**config.mk**
```make
export PLATFORM = sky130hd
export DESIGN_NAME = thermal_channel_receiver_flat
export DESIGN_NICKNAME = d
export VERILOG_FILES = /design/src/rtl/thermal_channel_receiver_pkg.sv /design/src/rtl/thermal_channel_receiver_if.sv /design/src/rtl/thermal_channel_receiver_ro_edge_counter.sv /design/src/rtl/thermal_channel_receiver.sv /design/src/flat_wrapper.sv
export SDC_FILE = /design/constraint.sdc
export NUM_CORES = 1
export LEC_CHECK = 0
export CORE_ASPECT_RATIO = 0.75
export CORE_MARGIN = 2
export CORE_UTILIZATION = 48
export CTS_CLUSTER_DIAMETER = 50
export DETAILED_ROUTE_END_ITERATION = 7
export GPL_TIMING_DRIVEN = 0
export PLACE_DENSITY = 0.73
export SYNTH_ARGS = -nofsm -noshare
export SYNTH_HDL_FRONTEND = slang
export SYNTH_HIERARCHICAL = 1
export SYNTH_SLANG_ARGS = --single-unit
```
**constraint.sdc**
```tcl
create_clock -name clk -period 4.25 [get_ports clk]
set_input_delay 0.425 -clock clk [delete_from_list [all_inputs] [get_ports clk]]
set_output_delay 0.425 -clock clk [all_outputs]
set_load 0.005 [all_outputs]
```
**src/rtl/thermal_channel_receiver_pkg.sv**
```systemverilog
// Shared types and constants for the thermal covert-channel receiver.
// Latency: n/a (definitions only); no flow control involved.
package thermal_channel_receiver_pkg;

   typedef enum logic [1:0] {
      IDLE = 2'd0,
      DATA = 2'd1,
      STOP = 2'd2
   } frame_state_t;

   localparam int FRAME_BITS            = 8;
   localparam int DEFAULT_WINDOW_CYCLES = 1000000;
   localparam int DEFAULT_CNT_W         = 20;
   localparam int DEFAULT_BIT_WINDOWS   = 3;

endpackage

```
**src/rtl/thermal_channel_receiver_if.sv**
```systemverilog
// Control inputs and decoded outputs of the thermal channel receiver.
// Latency: n/a (wiring only); outputs are pulses with no backpressure.
interface thermal_channel_receiver_if #(
   parameter int CNT_W = thermal_channel_receiver_pkg::DEFAULT_CNT_W
);
   logic             enable;
   logic             ro_in;
   logic [CNT_W-1:0] thresh;
   logic [CNT_W-1:0] sample_count;
   logic             bit_valid;
   logic             bit_data;
   logic             byte_valid;
   logic [7:0]       byte_data;
   logic             frame_err;
   logic [3:0]       leds;

   modport master (
      output enable, ro_in, thresh,
      input  sample_count, bit_valid, bit_data, byte_valid, byte_data, frame_err, leds
   );

   modport slave (
      input  enable, ro_in, thresh,
      output sample_count, bit_valid, bit_data, byte_valid, byte_data, frame_err, leds
   );
endinterface

```
**src/rtl/thermal_channel_receiver_ro_edge_counter.sv**
```systemverilog
// Synchronises the ring-oscillator, counts its rising edges per window and latches the total.
// Latency: edge counted 3 clk after it appears, count visible the cycle after window close; no backpressure.
module ro_edge_counter #(
   parameter int WINDOW_CYCLES = thermal_channel_receiver_pkg::DEFAULT_WINDOW_CYCLES,
   parameter int CNT_W         = thermal_channel_receiver_pkg::DEFAULT_CNT_W
) (
   input  logic             clk,
   input  logic             reset_n,
   input  logic             enable,
   input  logic             ro_in,
   output logic             window_last,
   output logic [CNT_W-1:0] count_next,
   output logic [CNT_W-1:0] sample_count
);
   localparam int               WIN_W    = $clog2(WINDOW_CYCLES);
   localparam logic [WIN_W-1:0] WIN_LAST = WIN_W'(WINDOW_CYCLES - 1);

   logic             sync_1;
   logic             sync_2;
   logic             sync_3;
   logic             rise;
   logic [WIN_W-1:0] win_cnt;
   logic [CNT_W-1:0] edge_cnt;

   // sync_1/sync_2 resolve metastability; sync_3 only delays for edge detect.
   always_ff @(posedge clk or negedge reset_n) begin
      if (!reset_n) begin
         sync_1 <= 1'b0;
         sync_2 <= 1'b0;
         sync_3 <= 1'b0;
      end else begin
         sync_1 <= ro_in;
         sync_2 <= sync_1;
         sync_3 <= sync_2;
      end
   end

   assign rise        = sync_2 & ~sync_3;
   assign window_last = enable && (win_cnt == WIN_LAST);
   assign count_next  = (rise && (edge_cnt != {CNT_W{1'b1}})) ? edge_cnt + CNT_W'(1) : edge_cnt;

   // count_next already holds an edge arriving on the last cycle, so restarting at 0 drops nothing.
   always_ff @(posedge clk or negedge reset_n) begin
      if (!reset_n) begin
         win_cnt      <= '0;
         edge_cnt     <= '0;
         sample_count <= '0;
      end else if (!enable) begin
         win_cnt  <= '0;
         edge_cnt <= '0;
      end else if (window_last) begin
         win_cnt      <= '0;
         edge_cnt     <= '0;
         sample_count <= count_next;
      end else begin
         win_cnt  <= win_cnt + WIN_W'(1);
         edge_cnt <= count_next;
      end
   end

endmodule

```
**src/rtl/thermal_channel_receiver.sv**
```systemverilog
// Decodes a thermally modulated UART-like frame from ring-oscillator edge counts by window voting.
// Latency: bit_valid one cycle after the final window closes, byte_valid/frame_err with the stop bit; no backpressure.
module thermal_channel_receiver
   import thermal_channel_receiver_pkg::*;
#(
   parameter int WINDOW_CYCLES = DEFAULT_WINDOW_CYCLES,
   parameter int BIT_WINDOWS   = DEFAULT_BIT_WINDOWS,
   parameter int CNT_W         = DEFAULT_CNT_W
) (
   input  logic                      clk,
   input  logic                      reset_n,
   thermal_channel_receiver_if.slave bus
);
   localparam int IDX_W = $clog2(FRAME_BITS);

   logic                  window_last;
   logic [CNT_W-1:0]      count_next;
   logic [CNT_W-1:0]      sample_count;
   logic                  hot;
   logic                  bit_fire;
   logic                  dec_bit;
   logic [3:0]            win_idx;
   logic [3:0]            votes;
   logic [3:0]            votes_total;
   logic                  bit_valid_q;
   logic                  bit_data_q;
   frame_state_t          state_q;
   frame_state_t          state_d;
   logic [FRAME_BITS-1:0] shreg_q;
   logic [FRAME_BITS-1:0] shreg_d;
   logic [IDX_W-1:0]      bit_idx_q;
   logic [IDX_W-1:0]      bit_idx_d;
   logic                  byte_fire;
   logic                  err_fire;
   logic                  byte_valid_q;
   logic                  frame_err_q;
   logic [7:0]            byte_data_q;

   ro_edge_counter #(
      .WINDOW_CYCLES (WINDOW_CYCLES),
      .CNT_W         (CNT_W)
   ) u_edge (
      .clk          (clk),
      .reset_n      (reset_n),
      .enable       (bus.enable),
      .ro_in        (bus.ro_in),
      .window_last  (window_last),
      .count_next   (count_next),
      .sample_count (sample_count)
   );

   // Heating slows the oscillator, so fewer edges than the threshold means hot.
   assign hot         = count_next < bus.thresh;
   assign votes_total = votes + {3'b000, hot};
   assign dec_bit     = votes_total > 4'(BIT_WINDOWS / 2);
   assign bit_fire    = window_last && (win_idx == 4'(BIT_WINDOWS - 1));

   always_ff @(posedge clk or negedge reset_n) begin
      if (!reset_n) begin
         win_idx     <= '0;
         votes       <= '0;
         bit_valid_q <= 1'b0;
         bit_data_q  <= 1'b0;
      end else begin
         bit_valid_q <= bit_fire;
         if (!bus.enable) begin
            win_idx <= '0;
            votes   <= '0;
         end else if (bit_fire) begin
            win_idx    <= '0;
            votes      <= '0;
            bit_data_q <= dec_bit;
         end else if (window_last) begin
            win_idx <= win_idx + 4'd1;
            votes   <= votes_total;
         end
      end
   end

   // The frame FSM acts on the decoded bit as it is registered, so frame pulses line up with bit_valid.
   always_comb begin
      state_d   = state_q;
      shreg_d   = shreg_q;
      bit_idx_d = bit_idx_q;
      byte_fire = 1'b0;
      err_fire  = 1'b0;
      if (!bus.enable) begin
         state_d   = IDLE;
         bit_idx_d = '0;
      end else if (bit_fire) begin
         case (state_q)
            IDLE: begin
               bit_idx_d = '0;
               if (dec_bit) state_d = DATA;
            end
            DATA: begin
               shreg_d = {dec_bit, shreg_q[FRAME_BITS-1:1]};
               if (bit_idx_q == IDX_W'(FRAME_BITS - 1)) begin
                  bit_idx_d = '0;
                  state_d   = STOP;
               end else begin
                  bit_idx_d = bit_idx_q + IDX_W'(1);
               end
            end
            STOP: begin
               if (dec_bit) err_fire  = 1'b1;
               else         byte_fire = 1'b1;
               state_d = IDLE;
            end
            default: state_d = IDLE;
         endcase
      end
   end

   always_ff @(posedge clk or negedge reset_n) begin
      if (!reset_n) begin
         state_q      <= IDLE;
         shreg_q      <= '0;
         bit_idx_q    <= '0;
         byte_valid_q <= 1'b0;
         frame_err_q  <= 1'b0;
         byte_data_q  <= '0;
      end else begin
         state_q      <= state_d;
         shreg_q      <= shreg_d;
         bit_idx_q    <= bit_idx_d;
         byte_valid_q <= byte_fire;
         frame_err_q  <= err_fire;
         if (byte_fire) byte_data_q <= shreg_q;
      end
   end

   assign bus.sample_count = sample_count;
   assign bus.bit_valid    = bit_valid_q;
   assign bus.bit_data     = bit_data_q;
   assign bus.byte_valid   = byte_valid_q;
   assign bus.byte_data    = byte_data_q;
   assign bus.frame_err    = frame_err_q;
   assign bus.leds         = byte_data_q[3:0];

endmodule

```
**src/flat_wrapper.sv**
```systemverilog
// flat-port wrapper written by rule: the top's interface ports become plain ports
module thermal_channel_receiver_flat import thermal_channel_receiver_pkg::*;
#(
   parameter int WINDOW_CYCLES = DEFAULT_WINDOW_CYCLES,
   parameter int BIT_WINDOWS   = DEFAULT_BIT_WINDOWS,
   parameter int CNT_W         = DEFAULT_CNT_W
)
  (clk, reset_n, bus_enable, bus_ro_in, bus_thresh, bus_sample_count, bus_bit_valid, bus_bit_data, bus_byte_valid, bus_byte_data, bus_frame_err, bus_leds);
  thermal_channel_receiver_if #(.CNT_W(CNT_W)) bus_i ();
  input  logic clk;
  input  logic reset_n;
  input wire logic [$bits(bus_i.enable)-1:0] bus_enable;
  input wire logic [$bits(bus_i.ro_in)-1:0] bus_ro_in;
  input wire logic [$bits(bus_i.thresh)-1:0] bus_thresh;
  output wire logic [$bits(bus_i.sample_count)-1:0] bus_sample_count;
  output wire logic [$bits(bus_i.bit_valid)-1:0] bus_bit_valid;
  output wire logic [$bits(bus_i.bit_data)-1:0] bus_bit_data;
  output wire logic [$bits(bus_i.byte_valid)-1:0] bus_byte_valid;
  output wire logic [$bits(bus_i.byte_data)-1:0] bus_byte_data;
  output wire logic [$bits(bus_i.frame_err)-1:0] bus_frame_err;
  output wire logic [$bits(bus_i.leds)-1:0] bus_leds;
  assign bus_i.enable = bus_enable;
  assign bus_i.ro_in = bus_ro_in;
  assign bus_i.thresh = bus_thresh;
  assign bus_sample_count = bus_i.sample_count;
  assign bus_bit_valid = bus_i.bit_valid;
  assign bus_bit_data = bus_i.bit_data;
  assign bus_byte_valid = bus_i.byte_valid;
  assign bus_byte_data = bus_i.byte_data;
  assign bus_frame_err = bus_i.frame_err;
  assign bus_leds = bus_i.leds;
  thermal_channel_receiver #(.WINDOW_CYCLES(WINDOW_CYCLES), .BIT_WINDOWS(BIT_WINDOWS), .CNT_W(CNT_W)) u_core (.clk(clk), .reset_n(reset_n), .bus(bus_i));
endmodule
```
==> results of run 1 <==
==> critical path, cell delays in order (launching register included) <==
cell and delay, ns:
dfrtp_1 0.39, nand4_1 0.12, buf_4 0.18, nor4_4 0.35, buf_6 0.21, a211oi_2 0.09, xor2_1 0.18, ha_1 0.31
nand2_1 0.05, or3_4 0.37, o221ai_4 0.27, a221oi_2 0.13, ha_2 0.21, ha_4 0.29, and3b_2 0.22, a31oi_4 0.31
nor2_8 0.10, mux2_4 0.31
==> cell families after synthesis <==
group           after synthesis
flops                        96
xor+xnor                     31
fa+ha+maj                    27
compound gates               53
mux                          41
buf+inv                      47
simple gates                168
==> registers in the layout, summed over array words and instances, names as in the netlist <==
| signal | count |
|---|---|
| u_core/u_edge/sync_1 | 1 |
| u_core/u_edge/edge_cnt | 20 |
| u_core/votes | 4 |
| u_core/bit_idx_q | 3 |
| u_core/win_idx | 4 |
| u_core/state_q | 2 |
| u_core/bus.frame_err | 1 |
| u_core/bus.byte_valid | 1 |
| u_core/shreg_q | 8 |
| u_core/u_edge/sample_count | 20 |
| u_core/u_edge/sync_3 | 1 |
| u_core/bus.bit_data | 1 |
| u_core/bus.bit_valid | 1 |
| u_core/u_edge/sync_2 | 1 |
| u_core/bus.byte_data | 8 |
| u_core/u_edge/win_cnt | 20 |
==> layout by cell type (no fill, tap or decap), drive strengths merged, types with 7 or more instances in the layout <==
cell type      instances
a21oi                 16
and2                  22
nor3                   9
mux2                  37
nor2b                  7
inv                   32
xor2                  14
nand3                 23
nor2                  40
dfrtp                 96
clkdlybuf4s50         58
clkbuf                19
ha                    27
xnor2                 17
nand2                 24
nand4                  7
buf                   31
==> routing by layer <==
metal	routed length, um	vias up	GRT usage (%)
li1	-	1806	-
met1	5245	1914	27.81
met2	5759	108	34.98
met3	631	6	5.793
met4	74	0	4.451
met5	0	-	0
==> metrics by stage <==
step | hold slack (ns) | utilization, % | cells | TNS (ns) | cell area [sq um]
final | 0.09447 | 64.44 | 698 | 0 | 6656
after global routing | 0.1352 | 64.44 | 698 | -0.9657 | 6656
after global placement | 0.3392 | 56.93 | 658 | -79.05 | 5881
after detailed placement | 0.3417 | 57.17 | 659 | -9.474 | 5906
after CTS | 0.1126 | 62.78 | 691 | 0 | 6485
after floorplan | 0.1294 | - | 463 | 0 | 5120
==> power groups by stage <==
stage / Clock (mW) / Combinational (mW) / Sequential [mW]
floorplan: 0 / 0.0422 / 0.943
global placement: 0 / 0.0918 / 0.944
detailed placement: 0 / 0.0999 / 0.944
CTS: 0.834 / 0.116 / 0.928
global route: 0.872 / 0.130 / 0.929
finish: 0.810 / 0.118 / 0.929
==> final cells by class <==
class                   count  share of cell area, %
plain buffers              14                  1.372
clock buffers              12                  3.703
clock inverters             4                 0.8083
inverters                  33                  1.880
multi-input cells         321                  41.77
flip-flops and latches     96                  36.13
well taps                 136                  2.556
repair buffers             82                  11.79
==> worst min-delay path by stage <==
stage                         startpoint                        endpoint  slack [ns]  cells after the start
finish                           reset_n  u_core/u_edge/sample_count[12]        0.09                      1
floorplan                        reset_n             u_core/bit_idx_q[0]        0.13                      0
global placement    u_core/u_edge/sync_1            u_core/u_edge/sync_2        0.34                      0
CTS                              reset_n  u_core/u_edge/sample_count[12]        0.11                      1
detailed placement  u_core/u_edge/sync_1            u_core/u_edge/sync_2        0.34                      0
global route                     reset_n  u_core/u_edge/sample_count[10]        0.14                      1
==> repair_timing <==
action / CTS / global route
gates resized for setup: 26 / 20
endpoints found under the hold margin: 0 / 0
pin swaps: 23 / 25
gates cloned: 1 / 0
setup buffers: 15 / 7
setup endpoints to repair: 14 / 12
==> reports/summary.txt, run 1 <==
status: complete, no violations
mapped cell area: 5120 sq um
VDD IR max: 0.2185 mV
Critical Path Source: u_core/u_edge/edge_cnt[18]
Hold Crit Class: input pin to asynchronous set/reset pin
Synth top area share: 46.92%
Area Growth Syn to Fin: 30.01%
Setup crit end: u_core/bus.byte_data[2]
Worst Setup Slack post-DPL: -0.8533 ns
drt wl/cell: 16.78 um
final period utilization: 99.51%
Switching Fraction: 21.97%
yosys warns: 6
Vias/cell: 5.493
Setup violations, final: 0
critical path required time: 4.47 ns
Multi-input gate area: 2780 sq um
port bufs: 59
number of synthesized flops with an enable pin: 0
Global Route Usage Sum: 21.13%
H-tree Lvls: 3
crit path max fanout: 7
largest net degree at the start of global routing: 52
Power Total: 1.856 mW
Clk pwr share: 43.6%
Critical Path Source Type: register
worst path arrival time: 4.45 ns
gr ovfl total: 0
Site Rows: 32
syn_nets: 514
sequential area share after synthesis: 46.92%
largest family of logic cells by synthesized area: simple AND/OR/NAND/NOR gates
diodes inserted: 0
mean post-synth cell area: 11.06 sq um
initial core utilization: 49.56%
Pint: 1.449 mW
Die Ht: 93.44 um
Netlist cell types: 65
R2R setup slack: 0.02 ns
Core ar.: 10330 sq um
XOR/XNOR Fraction of Synth Area: 5.303%
Max-Cap Viols: 0
Comb pwr share: 6.3%
RSZ-0062 raised after global routing: yes
drt initial violations: 314
final RePlAce weighted congestion: 0.9068
I/O pin count: 60
P per Cell Area: 278.9 nW/um^2
CTS tree: done
first-pass GRT wire length: 18790 um
total number of vias: 3834
Post-DP HPWL: 7811 um
post-synthesis compound-gate area fraction: 7.136%
fin worst setup slack: 0.02083 ns
register cell area after layout: 2405 sq um
Fill cells: 778
final hold viol count: 0
most instantiated cells after synthesis: 96 x dfrtp_1, 38 x nor2_1, 32 x inv_1
DRC Markers: 0
full die area: 11520 sq um
sequential share of power: 50.0%
Final Skew: 0.006544 ns
adder-cell share of the synthesized area: 6.598%
CP Class: register to register
hold_buf cts: 0
Post-Synthesis Cells: 463
Synth area leaders: dfrtp_1 47%, ha_1 6.6%, mux2_2 5.3%
vias in the first global route: 3870
count leader, synth: dfrtp_1
R2R depth: 17
clk buf depth: 2
nets: 608
Peak Freq: 0.2365 GHz
Antenna Nets Post-Route: 0
Lkg Pwr: 3.101 nW
Net Switching: 0.4078 mW
Simple-Gate Fraction of Synth Area: 19.94%
clock sink count: 96
share of layout cells above drive strength 1: 24.02%
Max Slew Vio Count: 0
mux share of post-synthesis cell area: 9.873%
Yosys reg bits: 96
fraction of registers with async set/reset: 100.0%
root buffer cell: clkbuf_16
CP endpoint kind: register
post-layout minimum cycle time: 4.229 ns
clock latency on the worst-skew pair: 0.34 ns
first-pass detailed-route iteration total: 4
Main synth FF type: dfrtp_1
area leader, netlist: dfrtp_1
worst r2r dst: u_core/bus.byte_data[2]
reg-to-reg critical path startpoint: u_core/u_edge/edge_cnt[18]
max_slew headroom: 56.98%
CTS clk-pin slew, worst paths: 0.07 ns
initial antenna violation count: 0
cts bufs inserted: 9
DRT Wirelength: 11710 um
Die Width: 123.3 um
Least-Margin Pin Slew: 0.6404 ns
No activity file was read; power rests on OpenSTA's default activity.
==> run 2: changes to the inputs <==
CORE_ASPECT_RATIO = 2   (was 0.75)
==> reports/summary.txt, run 2 (same netlist as run 1, synthesis figures left out) <==
final RePlAce weighted congestion: 0.8303
post-layout util: 62.36%
H-tree Lvls: 3
Switching Fraction: 21.25%
first-pass GRT wire length: 18510 um
max_slew headroom: 58.32%
initial antenna violation count: 0
Setup violations, final: 8
CP max stage cell: dfrtp_1
Global Route Usage Sum: 20.61%
I/O pin count: 60
Hold WS: 0.01337 ns
DRT Wirelength: 11600 um
hold_buf cts: 0
total negative slack: -0.2876 ns
commonest non-fill, non-tap cell in the layout: dfrtp_1
crit path max fanout: 6
worst path arrival time: 4.51 ns
failing checks: negative setup slack
Post-DP HPWL: 8084 um
status: complete, but fails checks
clk buf depth: 2
nets: 606
Lkg Pwr: 3.098 nW
Net Switching: 0.3887 mW
Area Growth Syn to Fin: 27.61%
Antenna Nets Post-Route: 0
total number of vias: 3796
cell mode on critical path: ha_4
vias in the first global route: 3892
Vias/cell: 5.454
Hold Crit Class: input pin to asynchronous set/reset pin
CP Class: register to register
sequential share of power: 50.7%
VDD IR max: 0.2523 mV
cts bufs inserted: 9
P per Cell Area: 280.0 nW/um^2
Largest regs: u_core/u_edge/edge_cnt (20), u_core/u_edge/sample_count (20), u_core/u_edge/win_cnt (20)
root buffer cell: clkbuf_16
Final Cell Area: 6534 sq um
Worst Setup Slack post-DPL: -0.7326 ns
Die Ht: 150.1 um
Max Slew Vio Count: 0
initial core utilization: 48.87%
final hold viol count: 0
full die area: 11560 sq um
Max-Cap Viols: 0
share of layout cells above drive strength 1: 22.54%
largest net degree at the start of global routing: 69
Final Skew: 0.008393 ns
Critical Path Source Type: register
Clk pwr share: 43.1%
Core ar.: 10480 sq um
DRC Markers: 0
port bufs: 59
CP endpoint kind: register
drt initial violations: 173
gr ovfl total: 0
Die Width: 77.03 um
slowest stage delay, CP: 0.42 ns
Comb pwr share: 6.2%
fin worst setup slack: -0.04372 ns
commonest non-fill, non-tap cells in the layout: 94 x dfrtp_1, 58 x clkdlybuf4s50_1, 37 x nor2_1
final period utilization: 101.0%
clock latency on the worst-skew pair: 0.34 ns
critical path required time: 4.47 ns
CTS tree: done
drt wl/cell: 16.67 um
CP Cell Sequence: ha_4 > buf_4 > and3_2 > nand2_2 > a211oi_1 > a21oi_1 > ha_1 > nand2_1 > or3_1 > o221ai_2 > a221oi_2 > ha_2 > ha_4 > and3b_2 > a31oi_4 > buf_12 > nor2_8 > mux2_4
RSZ-0062 raised after global routing: yes
clock sink count: 96
Peak Freq: 0.2329 GHz
first-pass detailed-route iteration total: 4
Least-Margin Pin Slew: 0.6204 ns
Pint: 1.441 mW
CTS clk-pin slew, worst paths: 0.07 ns
Site Rows: 53
diodes inserted: 0
post-layout minimum cycle time: 4.294 ns
Cell Area, Placed: 5907 sq um
run 2: changes by cell type in the layout (fill, tap and decap cells not counted), moves of 2 or more:
cell        previous run  this run
ha_1                  22        24
clkinvlp_4             2         0
a211oi_1               2         5
a211oi_2               2         0
clkinv_2               1         4
buf_4                 26        23
ha_4                   4         2
run 2: per-stage QoR:
stage	cells	power, mW
global route	696	1.901
global placement	659	1.037
CTS	689	1.842
floorplan	463	0.9847
detailed placement	660	1.043
finish	696	1.829
run 2: repair_timing:
action | 4_1_cts | 5_1_grt
setup buffers | 14 | 7
setup endpoints to repair | 14 | 13
pin swaps | 16 | 14
cloned | 1 | 0
gates resized for setup | 16 | 17
run 2: worst max-delay path: cells and delay by family (launching register included):
kind,cells,cell delay [ns]
compound gates,5,1.16
fa+ha+maj,4,1.00
buf+inv,2,0.26
flops,1,0.42
mux,1,0.31
simple gates,6,1.02
run 2: power by group through the flow:
stage | combinational, mW | clock [mW] | sequential, mW
finish | 0.113 | 0.788 | 0.928
detailed placement | 0.0986 | 0 | 0.944
CTS | 0.107 | 0.807 | 0.928
global placement | 0.0930 | 0 | 0.944
floorplan | 0.0422 | 0 | 0.943
global route | 0.127 | 0.846 | 0.929
run 2: per-layer routing:
layer	vias up	track usage, %	share of wire (%)
met5	-	0	0
met4	0	10.27	2.8
met3	20	3.378	2.4
met2	67	40.09	59
met1	1915	20.73	36
li1	1794	-	-
run 2: path summary, 6_finish.rpt:
check                                          startpoint                    endpoint  slack (ns)  cells after the start
worst max-delay path            u_core/u_edge/edge_cnt[1]     u_core/bus.byte_data[5]       -0.04                     18
worst min-delay path                              reset_n   u_core/u_edge/win_cnt[16]        0.01                      1
worst max register to register  u_core/u_edge/edge_cnt[1]     u_core/bus.byte_data[5]       -0.04                     18
worst min register to register       u_core/u_edge/sync_1        u_core/u_edge/sync_2        0.37                      0
max in group asynchronous                         reset_n  u_core/u_edge/edge_cnt[16]        3.56                      2
min in group clk                     u_core/u_edge/sync_1        u_core/u_edge/sync_2        0.37                      0
run 2: layout make-up:
class                      count  area [sq um]
buffer                        14         91.34
clock buffer                  11         242.7
clock inverter                 4         45.04
sequential                    96          2405
fill                         895          3944
inverter                      33         125.1
tap                          137         171.4
timing repair buffer          80         782.0
multi-input combinational    321          2671
